## config.mk

```make
export PLATFORM = sky130hd
export DESIGN_NAME = jtag_tap_controller
export DESIGN_NICKNAME = d
export VERILOG_FILES = /design/src/rtl/jtag_tap_controller_pkg.sv /design/src/rtl/jtag_tap_controller_fsm.sv /design/src/rtl/jtag_tap_controller.sv
export SDC_FILE = /design/constraint.sdc
export NUM_CORES = 1
export LEC_CHECK = 0
export CORE_MARGIN = 2
export CORE_UTILIZATION = 38
export DETAILED_ROUTE_END_ITERATION = 8
export DONT_BUFFER_PORTS = 1
export MAX_ROUTING_LAYER = met4
export PLACE_DENSITY = 0.51
export SYNTH_ARGS = -nofsm -noshare
export SYNTH_HDL_FRONTEND = slang
export SYNTH_SLANG_ARGS = --single-unit
```

## constraint.sdc

```tcl
create_clock -name TCK -period 2.2 [get_ports TCK]
set_input_delay 0.33 -clock TCK [delete_from_list [all_inputs] [get_ports TCK]]
set_output_delay 0.33 -clock TCK [all_outputs]
set_load 0.01 [all_outputs]
```

## src/rtl/jtag_tap_controller_pkg.sv

```systemverilog
// Shared TAP definitions: state encodings, instruction opcodes, DR selection
// and the 1149.1 state-transition function.
package jtag_tap_controller_pkg;

  localparam int IR_WIDTH_DEF = 4;

  // Standard 1149.1 TAP state encoding
  typedef enum logic [3:0] {
    ST_EXIT2_DR   = 4'h0,
    ST_EXIT1_DR   = 4'h1,
    ST_SHIFT_DR   = 4'h2,
    ST_PAUSE_DR   = 4'h3,
    ST_SELECT_IR  = 4'h4,
    ST_UPDATE_DR  = 4'h5,
    ST_CAPTURE_DR = 4'h6,
    ST_SELECT_DR  = 4'h7,
    ST_EXIT2_IR   = 4'h8,
    ST_EXIT1_IR   = 4'h9,
    ST_SHIFT_IR   = 4'hA,
    ST_PAUSE_IR   = 4'hB,
    ST_RTI        = 4'hC,
    ST_UPDATE_IR  = 4'hD,
    ST_CAPTURE_IR = 4'hE,
    ST_TLR        = 4'hF
  } tap_state_e;

  // Opcodes at the default 4-bit IR width
  localparam logic [3:0] OP_EXTEST         = 4'b0000;
  localparam logic [3:0] OP_SAMPLE_PRELOAD = 4'b0001;
  localparam logic [3:0] OP_IDCODE         = 4'b0010;
  localparam logic [3:0] OP_BYPASS         = 4'b1111;

  // Which data register sits between TDI and TDO
  typedef enum logic [1:0] {
    DR_BSR = 2'd0,
    DR_ID  = 2'd1,
    DR_BYP = 2'd2
  } dr_sel_e;

  function automatic tap_state_e tap_next(input tap_state_e s, input logic tms);
    tap_state_e n;
    n = ST_TLR;
    case (s)
      ST_TLR:        n = tms ? ST_TLR       : ST_RTI;
      ST_RTI:        n = tms ? ST_SELECT_DR : ST_RTI;
      ST_SELECT_DR:  n = tms ? ST_SELECT_IR : ST_CAPTURE_DR;
      ST_CAPTURE_DR: n = tms ? ST_EXIT1_DR  : ST_SHIFT_DR;
      ST_SHIFT_DR:   n = tms ? ST_EXIT1_DR  : ST_SHIFT_DR;
      ST_EXIT1_DR:   n = tms ? ST_UPDATE_DR : ST_PAUSE_DR;
      ST_PAUSE_DR:   n = tms ? ST_EXIT2_DR  : ST_PAUSE_DR;
      ST_EXIT2_DR:   n = tms ? ST_UPDATE_DR : ST_SHIFT_DR;
      ST_UPDATE_DR:  n = tms ? ST_SELECT_DR : ST_RTI;
      ST_SELECT_IR:  n = tms ? ST_TLR       : ST_CAPTURE_IR;
      ST_CAPTURE_IR: n = tms ? ST_EXIT1_IR  : ST_SHIFT_IR;
      ST_SHIFT_IR:   n = tms ? ST_EXIT1_IR  : ST_SHIFT_IR;
      ST_EXIT1_IR:   n = tms ? ST_UPDATE_IR : ST_PAUSE_IR;
      ST_PAUSE_IR:   n = tms ? ST_EXIT2_IR  : ST_PAUSE_IR;
      ST_EXIT2_IR:   n = tms ? ST_UPDATE_IR : ST_SHIFT_IR;
      ST_UPDATE_IR:  n = tms ? ST_SELECT_DR : ST_RTI;
      default:       n = ST_TLR;
    endcase
    return n;
  endfunction

endpackage

```

## src/rtl/jtag_tap_controller_fsm.sv

```systemverilog
// TAP state machine: 16 states advanced by TMS on each TCK rising edge.
module jtag_tap_controller_fsm
  import jtag_tap_controller_pkg::*;
(
  input  logic       TCK,
  input  logic       TRST,
  input  logic       TMS,
  output tap_state_e tap_state
);

  tap_state_e state_q;

  // TRST wins over TMS; otherwise follow the standard transition table
  always_ff @(posedge TCK) begin
    if (TRST) state_q <= ST_TLR;
    else      state_q <= tap_next(state_q, TMS);
  end

  assign tap_state = state_q;

endmodule

```

## src/rtl/jtag_tap_controller.sv

```systemverilog
// TAP controller for the adder wrapper: IR, bypass and ID registers, chain
// control decode and the TDO mux. Everything is clocked on TCK rising edge.
module jtag_tap_controller
  import jtag_tap_controller_pkg::*;
#(
  parameter int          IR_WIDTH   = IR_WIDTH_DEF,
  parameter logic [31:0] IDCODE_VAL = 32'h1000_0001
) (
  input  logic       TCK,
  input  logic       TRST,
  input  logic       TMS,
  input  logic       TDI,
  input  logic       bsr_tdo,
  output logic       TDO,
  output logic       tdo_en,
  output logic       ShiftDR,
  output logic       ClockDR,
  output logic       UpdateDR,
  output logic       Mode,
  output logic [3:0] tap_state
);

  localparam logic [IR_WIDTH-1:0] IR_EXTEST  = IR_WIDTH'(OP_EXTEST);
  localparam logic [IR_WIDTH-1:0] IR_SAMPLE  = IR_WIDTH'(OP_SAMPLE_PRELOAD);
  localparam logic [IR_WIDTH-1:0] IR_IDCODE  = IR_WIDTH'(OP_IDCODE);
  localparam logic [IR_WIDTH-1:0] IR_BYPASS  = IR_WIDTH'(OP_BYPASS);
  localparam logic [IR_WIDTH-1:0] IR_CAPTURE = IR_WIDTH'(2'b01);

  tap_state_e           state;
  dr_sel_e              dr_sel;
  logic                 chain_sel;
  logic [IR_WIDTH-1:0]  ir_q, ir_d;    // active instruction
  logic [IR_WIDTH-1:0]  irs_q, irs_d;  // IR shift stage
  logic                 byp_q, byp_d;
  logic [31:0]          id_q, id_d;

  jtag_tap_controller_fsm u_fsm (
    .TCK       (TCK),
    .TRST      (TRST),
    .TMS       (TMS),
    .tap_state (state)
  );

  // Instruction decode: unknown opcodes fall through to bypass
  always_comb begin
    dr_sel = DR_BYP;
    case (ir_q)
      IR_EXTEST, IR_SAMPLE: dr_sel = DR_BSR;
      IR_IDCODE:            dr_sel = DR_ID;
      IR_BYPASS:            dr_sel = DR_BYP;
      default:              dr_sel = DR_BYP;
    endcase
  end

  assign chain_sel = (dr_sel == DR_BSR);

  // Next values of the IR, bypass and ID registers from the current state
  always_comb begin
    irs_d = irs_q;
    ir_d  = ir_q;
    byp_d = byp_q;
    id_d  = id_q;
    case (state)
      ST_CAPTURE_IR: irs_d = IR_CAPTURE;
      ST_SHIFT_IR:   irs_d = {TDI, irs_q[IR_WIDTH-1:1]};
      ST_UPDATE_IR:  ir_d  = irs_q;
      ST_CAPTURE_DR: begin
        byp_d = 1'b0;
        id_d  = IDCODE_VAL;
      end
      ST_SHIFT_DR: begin
        byp_d = TDI;
        id_d  = {TDI, id_q[31:1]};
      end
      default: ;
    endcase
    // TLR is only reached from TLR or SELECT_IR with TMS=1; load IDCODE on that edge
    if (TMS && (state == ST_TLR || state == ST_SELECT_IR)) ir_d = IR_IDCODE;
  end

  // Register update with synchronous reset to the TLR defaults
  always_ff @(posedge TCK) begin
    if (TRST) begin
      ir_q  <= IR_IDCODE;
      irs_q <= '0;
      byp_q <= 1'b0;
      id_q  <= IDCODE_VAL;
    end else begin
      ir_q  <= ir_d;
      irs_q <= irs_d;
      byp_q <= byp_d;
      id_q  <= id_d;
    end
  end

  // TDO selects register state only, so it is stable between TCK edges
  always_comb begin
    TDO = 1'b0;
    case (state)
      ST_SHIFT_IR: TDO = irs_q[0];
      ST_SHIFT_DR: begin
        case (dr_sel)
          DR_BSR:  TDO = bsr_tdo;
          DR_ID:   TDO = id_q[0];
          default: TDO = byp_q;
        endcase
      end
      default: TDO = 1'b0;
    endcase
  end

  // Chain controls decode the registered state and IR only
  assign tdo_en    = (state == ST_SHIFT_DR) || (state == ST_SHIFT_IR);
  assign ShiftDR   = (state == ST_SHIFT_DR);
  assign ClockDR   = chain_sel && ((state == ST_CAPTURE_DR) || (state == ST_SHIFT_DR));
  assign UpdateDR  = chain_sel && (state == ST_UPDATE_DR);
  assign Mode      = (ir_q == IR_EXTEST);
  assign tap_state = state;

endmodule
```

Yosys cells after proc, flatten, opt, wreduce, memory -nomap -nowiden
Index checks and enable logic that the tools add are counted.
- latch bits: 0
- memory bits (read-only): 0
- bits of input ports: 5
- memories: 0
- word-level logic and storage cells: 58
- flip-flop bits (word level): 45
- memory bits (writable): 0
- mux-type cells: 19
- add/sub/neg operators: 0
- multiply operators: 0
- bitwise gates (word level): 0
- shifts and indexed selects: 0
- equal/unequal tests: 18
- reduce and logical (&&, ||, !) cells: 16
- order comparisons: 0
- divide/modulo/power cells: 0
- operators with widths (cell ; number):
    32-bit one-hot mux with 2 select lines ; 1
    4-bit one-hot mux with 12 select lines ; 1
    4-bit equality test, second input constant ; 8
    4-bit by 3-bit equality test with 1-bit output, second input constant ; 4
    4-bit by 2-bit equality test with 1-bit output, second input constant ; 3
    2-bit 2-to-1 mux ; 6
    3-bit 2-to-1 mux ; 4
    4-bit by 1-bit equality test with 1-bit output, second input constant ; 2
    4-bit logical NOT ; 2
    4-bit one-hot mux with 2 select lines ; 1
    2-bit OR reduction ; 4
    1-bit one-hot mux with 2 select lines ; 3
    4-bit 2-to-1 mux ; 1
    2-bit one-hot mux with 2 select lines ; 1
    2-bit nonzero test ; 2
    1-bit logical AND ; 3
    1-bit logical OR ; 3
    3-bit OR reduction ; 1
    2-bit by 1-bit equality test with 1-bit output, second input constant ; 1
    2-bit logical NOT ; 1
    1-bit 2-to-1 mux ; 1

Depth between registers and ports, before layout
Gate-level depths: netlist of run 1.
- word-level depth: 6
- mapped depth: 5
- depth with buffers taken out: 4

Hierarchy
A second synthesis of run 1 with hierarchy kept.
- cells, all modules: 223
- area total of the unflattened synthesis: 1935.6 µm²
- modules (own cells, without submodules) (module ; area each (µm²) ; instances ; cells each ; seq. area each (µm²)):
    jtag_tap_controller ; 1742.9 ; 1 ; 199 ; 800.8
    jtag_tap_controller_fsm ; 192.7 ; 1 ; 24 ; 80.1

Worst setup path after synthesis of run 1
No wires, ideal clock.
- kind: register to output
- start point: register u_fsm.state_q[1] (netlist: u_fsm.tap_state[1])
- end point: output ClockDR
- path buffers: 2
- arrival time: 1.187 ns
- cell stages (with the launch flop): 5
- path slack: 0.683 ns
- data required time: 1.870 ns
- cell sequence: dfxtp_1 or3b_1 clkbuf_1 buf_2 nor2_1
- cells in the longest elaborated chain, start to end: 3
- elaborated cells between the ends (all ways): 4
- RTL lines (element ; RTL line ; RTL):
    start: declaration ; jtag_tap_controller_fsm.sv:11 ; tap_state_e state_q;
    start signal: assignment ; jtag_tap_controller_fsm.sv:16 ; else state_q <= tap_next(state_q, TMS);
    4-bit by 3-bit equality test with 1-bit output / 4-bit by 2-bit equality test with 1-bit output (equally long branches) ; jtag_tap_controller.sv:115 ; assign ClockDR = chain_sel && ((state == ST_CAPTURE_DR) || (state == ST_SHIFT_DR));
    1-bit logical OR (*) ; jtag_tap_controller.sv:115 ;
    1-bit logical AND (*) ; jtag_tap_controller.sv:115 ;
    end: declaration ; jtag_tap_controller.sv:17 ; output logic ClockDR,
Mark *: on every way between the ends. The rest lies on a longest branch, timed or not.

Final worst setup path of run 1
- start point: register u_fsm.state_q[1] (netlist: u_fsm.tap_state[1])
- end point: output ShiftDR
- cells in the longest elaborated chain, start to end: 1
- RTL lines (element ; RTL line ; RTL):
    4-bit by 2-bit equality test with 1-bit output ; jtag_tap_controller.sv:114 ; assign ShiftDR = (state == ST_SHIFT_DR);
    end: declaration ; jtag_tap_controller.sv:16 ; output logic ShiftDR,
No other way between the ends.

==> summary.md, run 1 <==
| Metric | Value |
|---|---|
| Status | `finished clean` |
| Tightest Pin Transition | `0.512 ns` |
| Setup_tns | `0 ns` |
| Reg2reg start | `u_fsm.tap_state[2]` |
| Post-synthesis mux area share | `2.39%` |
| Starting Density | `39.7%` |
| Max VDD drop | `376 uV` |
| Setup bufs post-CTS | `0` |
| Pin count of the biggest net entering global routing | `41` |
| Reg-to-Reg End | `ir_q[1]` |
| CTS tree | `yes` |
| Leading area contributor after synthesis | `dfxtp_1` |
| Clock Sinks | `44` |
| Met3 Routed Length | `119 um` |
| Final setup viols | `0` |
| Hold Path End | `id_q[31]` |
| Commonest non-fill, non-tap cell in the layout | `dfxtp_1` |
| Root buf cell | `clkbuf_8` |
| Via count | `1275` |
| Clk slew on worst S/H paths | `0.08 ns` |
| Hold Startpoint | `TRST` |
| Unrepaired setup endpoints after global routing | `no` |
| Finished Layout Cells | `236` |
| Highest routed layer | `met4` |
| Reg area | `881 um^2` |
| Metal2 WL | `1590 um` |
| # IOs | `15` |
| Core box area | `4350 um^2` |
| CTS buffer count | `5` |
| Inst Count DP | `228` |
| Post-Synth XOR/XNOR Area | `0%` |
| # rows | `24` |
| Post-Syn Area | `1730 um^2` |
| Initial antenna violation count | `0` |
| DP HPWL | `2150 um` |
| Startpoint Class | `flop` |
| Adder-Cell Fraction of Synth Area | `0%` |
| CP Cell Sequence | `or4b_4 -> clkinv_4` |
| Critical path class | `flop to output pin` |
| CP max stage delay | `0.63 ns` |
| Hold Buf Count CTS | `0` |
| Drt drc | `0` |
| Die width | `71.4 um` |
| Die area | `5100 um^2` |
| Fillers | `446` |
| Mean Syn Cell Area | `9.18 um^2` |
| Area share of the largest cell type after synthesis | `51.0%` |
| Syn Nets | `193` |
| Worst EP required | `1.87 ns` |
| Cells after synthesis | `188` |
| Hold Crit Class | `primary input to flop` |
| Final WL | `3320 um` |
| Final net count | `188` |
| Largest family of logic cells by synthesized area | `simple AND/OR/NAND/NOR gates` |
| Final period utilization | `91.9%` |
| DIE HEIGHT | `71.4 um` |
| Yosys cell types | `32` |
| First-pass GRT wire length | `5660 um` |
| Area contributors post-synth | `dfxtp_1 51%, a22oi_1 13%, nor2_1 7.6%` |
| Power Density | `827 nW/um^2` |
| Synth-to-Final Area Change | `6.30%` |
| Port Buffer Count | `0` |
| H-tree levels | `2` |
| Max frequency | `495 MHz` |
| YS warnings | `0` |
| First drt pass iteration count | `4` |
| CP max FO | `31` |
| Initial drt markers | `74` |
| Vias in the first global route | `1207` |
| Slowest cell on crit path | `dfxtp_1` |
| Clk_lat worst skew | `0.29 ns` |
| Global Route Usage Sum | `14.5%` |
| Multi-input logic area | `736 um^2` |
| Crit end category | `output pin` |
| Total grt overflow | `0` |
| Drt wl/cell | `14.1 um` |
| Layout cells sized above 1 | `7.61%` |
| Final Hold Vio Count | `0` |
| Worst slew margin | `65.5%` |
| ANT cells | `0` |
| Minimum clock period | `2.02 ns` |
| Synth Area in Compound Gates | `19.9%` |
| Commonest non-fill, non-tap cells in the layout | `44 x dfxtp_1, 35 x nor2_1, 30 x a22oi_1, 9 x nand2_1, 7 x a21oi_1` |
| Seq cells post-synth | `44` |
| CP arrival | `1.69 ns` |
| Register area share after synthesis | `51.0%` |
| Post-CTS resize count | `0` |
| Leakage | `0.672 nW` |
| Max Slew Vio Count | `0` |
| Clock tree buffer depth | `2` |
| Routed Antenna Nets | `0` |
| Met1 wire length | `1600 um` |
| Worst R2R Path Depth | `3` |
| Hold Path Stages | `1` |
| Final Util | `42.2%` |
| Vias per inst | `5.40` |
| Reg-to-reg slack, setup | `0.44 ns` |
| Placer congestion estimate | `0.749` |
| Worst Skew | `0.00589 ns` |
| MaxCap Viol Count | `0` |
| Simple-gate share of the synthesized area | `20.3%` |
## state kept, by name, indices dropped and copies added (netlist names)
name,flops
irs_q,4
id_q,32
ir_q,4
u_fsm.tap_state,4
## cell usage after synthesis
cell,number
o311a_1,1
nor3b_1,1
clkinv_4,1
or3b_1,1
a21oi_1,7
clkbuf_1,6
mux2i_1,3
nor2_1,35
or4b_4,1
o311ai_1,1
nand3_1,1
buf_2,6
mux2_2,1
nand3b_1,5
o21ai_0,3
dfxtp_1,44
o22ai_1,3
a211oi_1,2
nor4_1,1
and2_0,1
nand4b_1,1
a2111o_1,1
nand2b_1,4
buf_6,3
a22oi_1,30
o21ai_1,1
or3_1,3
nor3_1,5
inv_1,4
nand2_1,9
nor2b_1,2
and3b_2,1
## report_power, final
part / internal [mW] / switching, mW / total (mW)
Sequential: 0.808 / 0.0290 / 0.837
Combinational: 0.0404 / 0.0486 / 0.0890
Clock: 0.337 / 0.256 / 0.592
## logic make-up (layout without fill, tap and decap cells)
| group | Yosys count | after routing |
|---|---|---|
| compound gates | 49 | 49 |
| mux | 4 | 4 |
| flops | 44 | 44 |
| buf+inv | 20 | 16 |
| simple gates | 71 | 71 |
## how the worst max path moves through the flow
stage	depth (start not counted)	to	start
2_1_floorplan	4	ClockDR	u_fsm.tap_state[1]
3_3_place_gp	3	ir_q[1]	u_fsm.tap_state[2]
3_5_place_dp	3	ir_q[1]	u_fsm.tap_state[2]
4_1_cts	2	ShiftDR	u_fsm.tap_state[1]
5_1_grt	2	ShiftDR	u_fsm.tap_state[1]
6_report	2	ShiftDR	u_fsm.tap_state[1]
## routing by layer
| layer | vias to the layer above | GRT usage, % |
|---|---|---|
| li1 | 657 | - |
| met1 | 601 | 17.6 |
| met2 | 15 | 22.8 |
| met3 | 2 | 5.06 |
| met4 | 0 | 4.40 |
| met5 | - | - |
## final cells by class
cell class              instances  share of cell area [%]
flip-flops and latches         44                    48.0
multi-input cells             124                    40.1
clock buffers                   6                    3.95
well taps                      52                    3.54
clock inverters                 2                    1.91
inverters                       5                    1.30
repair buffers                  3                    1.23
## per-stage QoR
stage,hold WS (ns),setup WS [ns],cell area [um^2],power [mW]
after floorplan,0.434,0.683,1730,0.934
after global placement,0.404,0.508,1730,0.940
after detailed placement,0.405,0.443,1730,0.944
after CTS,0.0902,0.161,1840,1.54
after global routing,0.0794,0.0653,1840,1.60
final,0.103,0.178,1840,1.52
## critical path, delay by kind of cell (launching register included)
family / cells / cell delay, ns
flops: 1 / 0.63
simple gates: 1 / 0.56
buf+inv: 1 / 0.21
Note: power is estimated with default switching activity, not from simulation.
==> run 2: changes to the inputs <==
--- a/config.mk
+++ b/config.mk
@@ -9,7 +9,6 @@
 export CORE_UTILIZATION = 38
 export DETAILED_ROUTE_END_ITERATION = 8
 export DONT_BUFFER_PORTS = 1
-export MAX_ROUTING_LAYER = met4
 export PLACE_DENSITY = 0.51
 export SYNTH_ARGS = -nofsm -noshare
 export SYNTH_HDL_FRONTEND = slang
==> summary.md, run 2 (synthesized netlist as in run 1, its figures left out) <==
| Metric | Value |
|---|---|
| Status | `finished clean` |
| Routed Antenna Nets | `0` |
| Crit end category | `output pin` |
| Max Slew Vio Count | `0` |
| Unrepaired setup endpoints after global routing | `no` |
| CP Cell Sequence | `or4b_4 -> clkinv_4` |
| Leakage | `0.672 nW` |
| Power Density | `826 nW/um^2` |
| Final Hold Vio Count | `0` |
| CP arrival | `1.69 ns` |
| Clk_lat worst skew | `0.29 ns` |
| H-tree levels | `2` |
| MaxCap Viol Count | `0` |
| Hold Path Stages | `1` |
| Reg2reg start | `u_fsm.tap_state[2]` |
| Starting Density | `39.7%` |
| Startpoint Class | `flop` |
| Final period utilization | `91.8%` |
| First drt pass iteration count | `4` |
| Via count | `1277` |
| Pin count of the biggest net entering global routing | `41` |
| Commonest non-fill, non-tap cells in the layout | `44 x dfxtp_1, 35 x nor2_1, 30 x a22oi_1, 9 x nand2_1, 7 x a21oi_1` |
| Final net count | `188` |
| Clock tree buffer depth | `2` |
| ANT cells | `0` |
| Root buf cell | `clkbuf_8` |
| First-pass GRT wire length | `5660 um` |
| DP HPWL | `2150 um` |
| Die width | `71.4 um` |
| Hold Crit Class | `primary input to flop` |
| Synth-to-Final Area Change | `6.30%` |
| Initial antenna violation count | `0` |
| Max reg flops | `32` |
| # IOs | `15` |
| Setup bufs post-CTS | `0` |
| Hold Path End | `irs_q[2]` |
| Core box area | `4350 um^2` |
| # rows | `24` |
| Global Route Usage Sum | `14.0%` |
| Setup_tns | `0 ns` |
| Layout cells sized above 1 | `7.61%` |
| Max VDD drop | `376 uV` |
| Clock Sinks | `44` |
| Initial drt markers | `74` |
| Total grt overflow | `0` |
| Minimum clock period | `2.02 ns` |
| Vias per inst | `5.41` |
| Worst EP required | `1.87 ns` |
| CTS buffer count | `5` |
| Vias in the first global route | `1197` |
| Reg-to-Reg End | `ir_q[1]` |
| Commonest non-fill, non-tap cell in the layout | `dfxtp_1` |
| Hold Startpoint | `TRST` |
| Worst Skew | `0.00417 ns` |
| Final setup viols | `0` |
| CTS tree | `yes` |
| Slowest cell on crit path | `dfxtp_1` |
| Max frequency | `495 MHz` |
| Final WL | `3300 um` |
| DIE HEIGHT | `71.4 um` |
| Final Power | `1.52 mW` |
| Clk slew on worst S/H paths | `0.08 ns` |
| Worst slew margin | `65.5%` |
| Die area | `5100 um^2` |
| Worst R2R Path Depth | `3` |
| Reg-to-reg slack, setup | `0.44 ns` |
| Tightest Pin Transition | `0.512 ns` |
| Drt drc | `0` |
| Top reg by flops | `id_q` |
| Placer congestion estimate | `0.740` |
| Hold Buf Count CTS | `0` |
| Drt wl/cell | `14.0 um` |
| CP max stage delay | `0.63 ns` |
| CP max FO | `31` |
| Post-CTS resize count | `0` |
| Critical path class | `flop to output pin` |
| Port Buffer Count | `0` |
[run 2: power by group]
| part | internal, mW | switching, mW | total (mW) |
|---|---|---|---|
| sequential | 0.808 | 0.0290 | 0.837 |
| combinational | 0.0404 | 0.0485 | 0.0889 |
| clock | 0.337 | 0.254 | 0.591 |
| total | 1.19 | 0.331 | 1.52 |
[run 2: worst max path at each step]
stage                                   from       to  slack (ns)  depth (start not counted)
after floorplan           u_fsm.tap_state[1]  ClockDR        0.68                          4
after global placement    u_fsm.tap_state[2]  ir_q[1]        0.51                          3
after detailed placement  u_fsm.tap_state[2]  ir_q[1]        0.44                          3
after CTS                 u_fsm.tap_state[1]  ShiftDR        0.16                          2
after global routing      u_fsm.tap_state[1]  ShiftDR        0.07                          2
final                     u_fsm.tap_state[1]  ShiftDR        0.18                          2
[run 2: area by class of cell]
class / count / area, um^2
Clock buffer: 6 / 72.6
Clock inverter: 2 / 35.0
Fill cell: 446 / 2520
Inverter: 5 / 23.8
Multi-Input combinational cell: 124 / 736
Sequential cell: 44 / 881
Tap cell: 52 / 65.1
Timing Repair Buffer: 3 / 22.5
[run 2: through the flow]
stage | setup WS, ns | instance area [um^2] | cells | hold WS [ns] | util, %
6_report | 0.179 | 1840 | 236 | 0.103 | 42.2
5_1_grt | 0.0680 | 1840 | 236 | 0.0821 | 42.2
4_1_cts | 0.161 | 1840 | 236 | 0.0902 | 42.2
3_5_place_dp | 0.443 | 1730 | 228 | 0.405 | 39.7
3_3_place_gp | 0.508 | 1730 | 228 | 0.404 | 39.7
2_1_floorplan | 0.683 | 1730 | 188 | 0.434 | -
[run 2: critical path: cells and delay by family (launching register included)]
kind	cells	cell delay, ns
flip-flops	1	0.63
AND/OR/NAND/NOR	1	0.56
buffers and inverters	1	0.21
[run 2: layer usage]
metal  wire length, um  vias up  track usage, %  share of wire, %
met2              1570       15            22.8                48
met5                 0        -               0                 0
li1                  -      657               -                 -
met4                44        0            4.40               1.3
met3               113        5            4.64               3.4
met1              1570      600            17.6                48
==> run 3: changes to the inputs <==
==> constraint.sdc (replaced) <==
create_clock -name TCK -period 1.9 [get_ports TCK]
set_input_delay 0.285 -clock TCK [delete_from_list [all_inputs] [get_ports TCK]]
set_output_delay 0.285 -clock TCK [all_outputs]
set_load 0.01 [all_outputs]
==> summary.md, run 3 (synthesized netlist as in run 1, its figures left out) <==
| Metric | Value |
|---|---|
| Status | `finished clean` |
| Synth-to-Final Area Change | `8.19%` |
| Max VDD drop | `298 uV` |
| Crit end category | `output pin` |
| Clock tree buffer depth | `2` |
| Final Hold Vio Count | `0` |
| Initial antenna violation count | `0` |
| Power Density | `895 nW/um^2` |
| Max Slew Vio Count | `0` |
| Final net count | `194` |
| Worst slew margin | `78.5%` |
| Startpoint Class | `flop` |
| Final period utilization | `94.0%` |
| Starting Density | `39.7%` |
| Multi-input logic area | `736 um^2` |
| Combinational share of power | `7.3%` |
| Inst Count DP | `234` |
| Max reg flops | `32` |
| Final setup viols | `0` |
| Commonest non-fill, non-tap cell in the layout | `dfxtp_1` |
| Clk slew on worst S/H paths | `0.08 ns` |
| Setup bufs post-CTS | `0` |
| Unrepaired setup endpoints after global routing | `no` |
| Root buf cell | `clkbuf_8` |
| Leakage | `0.697 nW` |
| Core box area | `4350 um^2` |
| Clock Sinks | `44` |
| Tightest Pin Transition | `0.322 ns` |
| Post-CTS resize count | `0` |
| Vias per inst | `5.52` |
| Reg area | `883 um^2` |
| Hold Path End | `irs_q[1]` |
| First-pass GRT wire length | `5780 um` |
| Final Util | `42.9%` |
| Top reg by flops | `id_q` |
| Minimum clock period | `1.79 ns` |
| Die width | `71.4 um` |
| Initial drt markers | `79` |
| Net Sw Power | `0.390 mW` |
| Dpl ws | `0.350 ns` |
| Drt wl/cell | `13.9 um` |
| First drt pass iteration count | `4` |
| Worst EP required | `1.62 ns` |
| CTS buffer count | `5` |
| Hold Crit Class | `primary input to flop` |
| Hold Path Stages | `1` |
| # IOs | `15` |
| Via count | `1335` |
| Seq pwr share | `57.5%` |
| Pin count of the biggest net entering global routing | `41` |
| Hold Buf Count CTS | `0` |
| Worst R2R Path Depth | `4` |
| Final worst setup slack | `0.113 ns` |
| Reg2reg start | `u_fsm.tap_state[2]` |
| CP max FO | `4` |
| Vias in the first global route | `1272` |
| Total grt overflow | `0` |
| Routed Antenna Nets | `0` |
| Clock power frac | `35.1%` |
| Worst Skew | `0.00800 ns` |
| Global Route Usage Sum | `14.3%` |
| ANT cells | `0` |
| Internal | `1.28 mW` |
| H-tree levels | `2` |
| Commonest non-fill, non-tap cells in the layout | `42 x dfxtp_1, 35 x nor2_1, 30 x a22oi_1, 9 x nand2_1, 9 x buf_4` |
| DIE HEIGHT | `71.4 um` |
| Layout cells sized above 1 | `12.1%` |
| Drt drc | `0` |
| Die area | `5100 um^2` |
| Worst setup startpoint | `ir_q[3]` |
| Critical path class | `flop to output pin` |
| MaxCap Viol Count | `0` |
| Port Buffer Count | `0` |
| Sw Share | `23.3%` |
| # rows | `24` |
| Fillers | `440` |
| Max frequency | `560 MHz` |
| Final WL | `3350 um` |
| Setup_tns | `0 ns` |
| CP arrival | `1.50 ns` |
| Hold Startpoint | `TRST` |
| CTS tree | `yes` |
| Reg-to-reg slack, setup | `0.40 ns` |
| Placer congestion estimate | `0.736` |
| Reg-to-Reg End | `id_q[13]` |
| DP HPWL | `2190 um` |
| Clk_lat worst skew | `0.29 ns` |
| Finished Layout Cells | `242` |
run 3: cell count changes in the layout (fill, tap and decap cells not counted), sizes merged:
cell and change:
clkinv +1, bufinv -1, buf +6
run 3: worst max-delay path, stage by stage, from the launching register on:
cell and delay, ns:
dfxtp_1 0.34, or3_1 0.45, nor4_1 0.26, buf_4 0.17
run 3: worst max-delay path by stage:
stage,depth (start not counted),slack [ns],end
CTS,2,0.06,ShiftDR
global placement,3,0.36,ir_q[1]
finish,3,0.11,UpdateDR
global route,3,0.006,UpdateDR
floorplan,4,0.43,ClockDR
detailed placement,4,0.35,id_q[13]
run 3: through the flow:
step	hold WS [ns]	instance area [um^2]	total power [mW]
2_1_floorplan	0.389	1730	1.08
3_3_place_gp	0.360	1770	1.10
3_5_place_dp	0.363	1770	1.10
4_1_cts	0.0412	1870	1.69
5_1_grt	0.0353	1870	1.75
6_report	0.0546	1870	1.67
run 3: power by group through the flow:
stage	sequential [mW]	clock (mW)	combinational (mW)
3_3_place_gp	0.981	0	0.120
6_report	0.962	0.587	0.123
2_1_floorplan	0.974	0	0.108
5_1_grt	0.967	0.651	0.137
4_1_cts	0.960	0.610	0.122
3_5_place_dp	0.982	0	0.122
run 3: layout make-up:
| cell class | count | share of cell area (%) |
|---|---|---|
| inverters | 5 | 1.27 |
| flip-flops and latches | 44 | 47.3 |
| multi-input cells | 124 | 39.4 |
| clock buffers | 6 | 4.42 |
| repair buffers | 9 | 3.62 |
| well taps | 52 | 3.48 |
| clock inverters | 2 | 0.536 |
run 3: layer usage:
metal  up-vias  track usage [%]  part of all wire, %
met5         -                0                    0
met4         0             5.66                 0.51
met3         2             4.50                  3.8
met2        23             23.0                   45
met1       638             18.0                   50
li1        672                -                    -
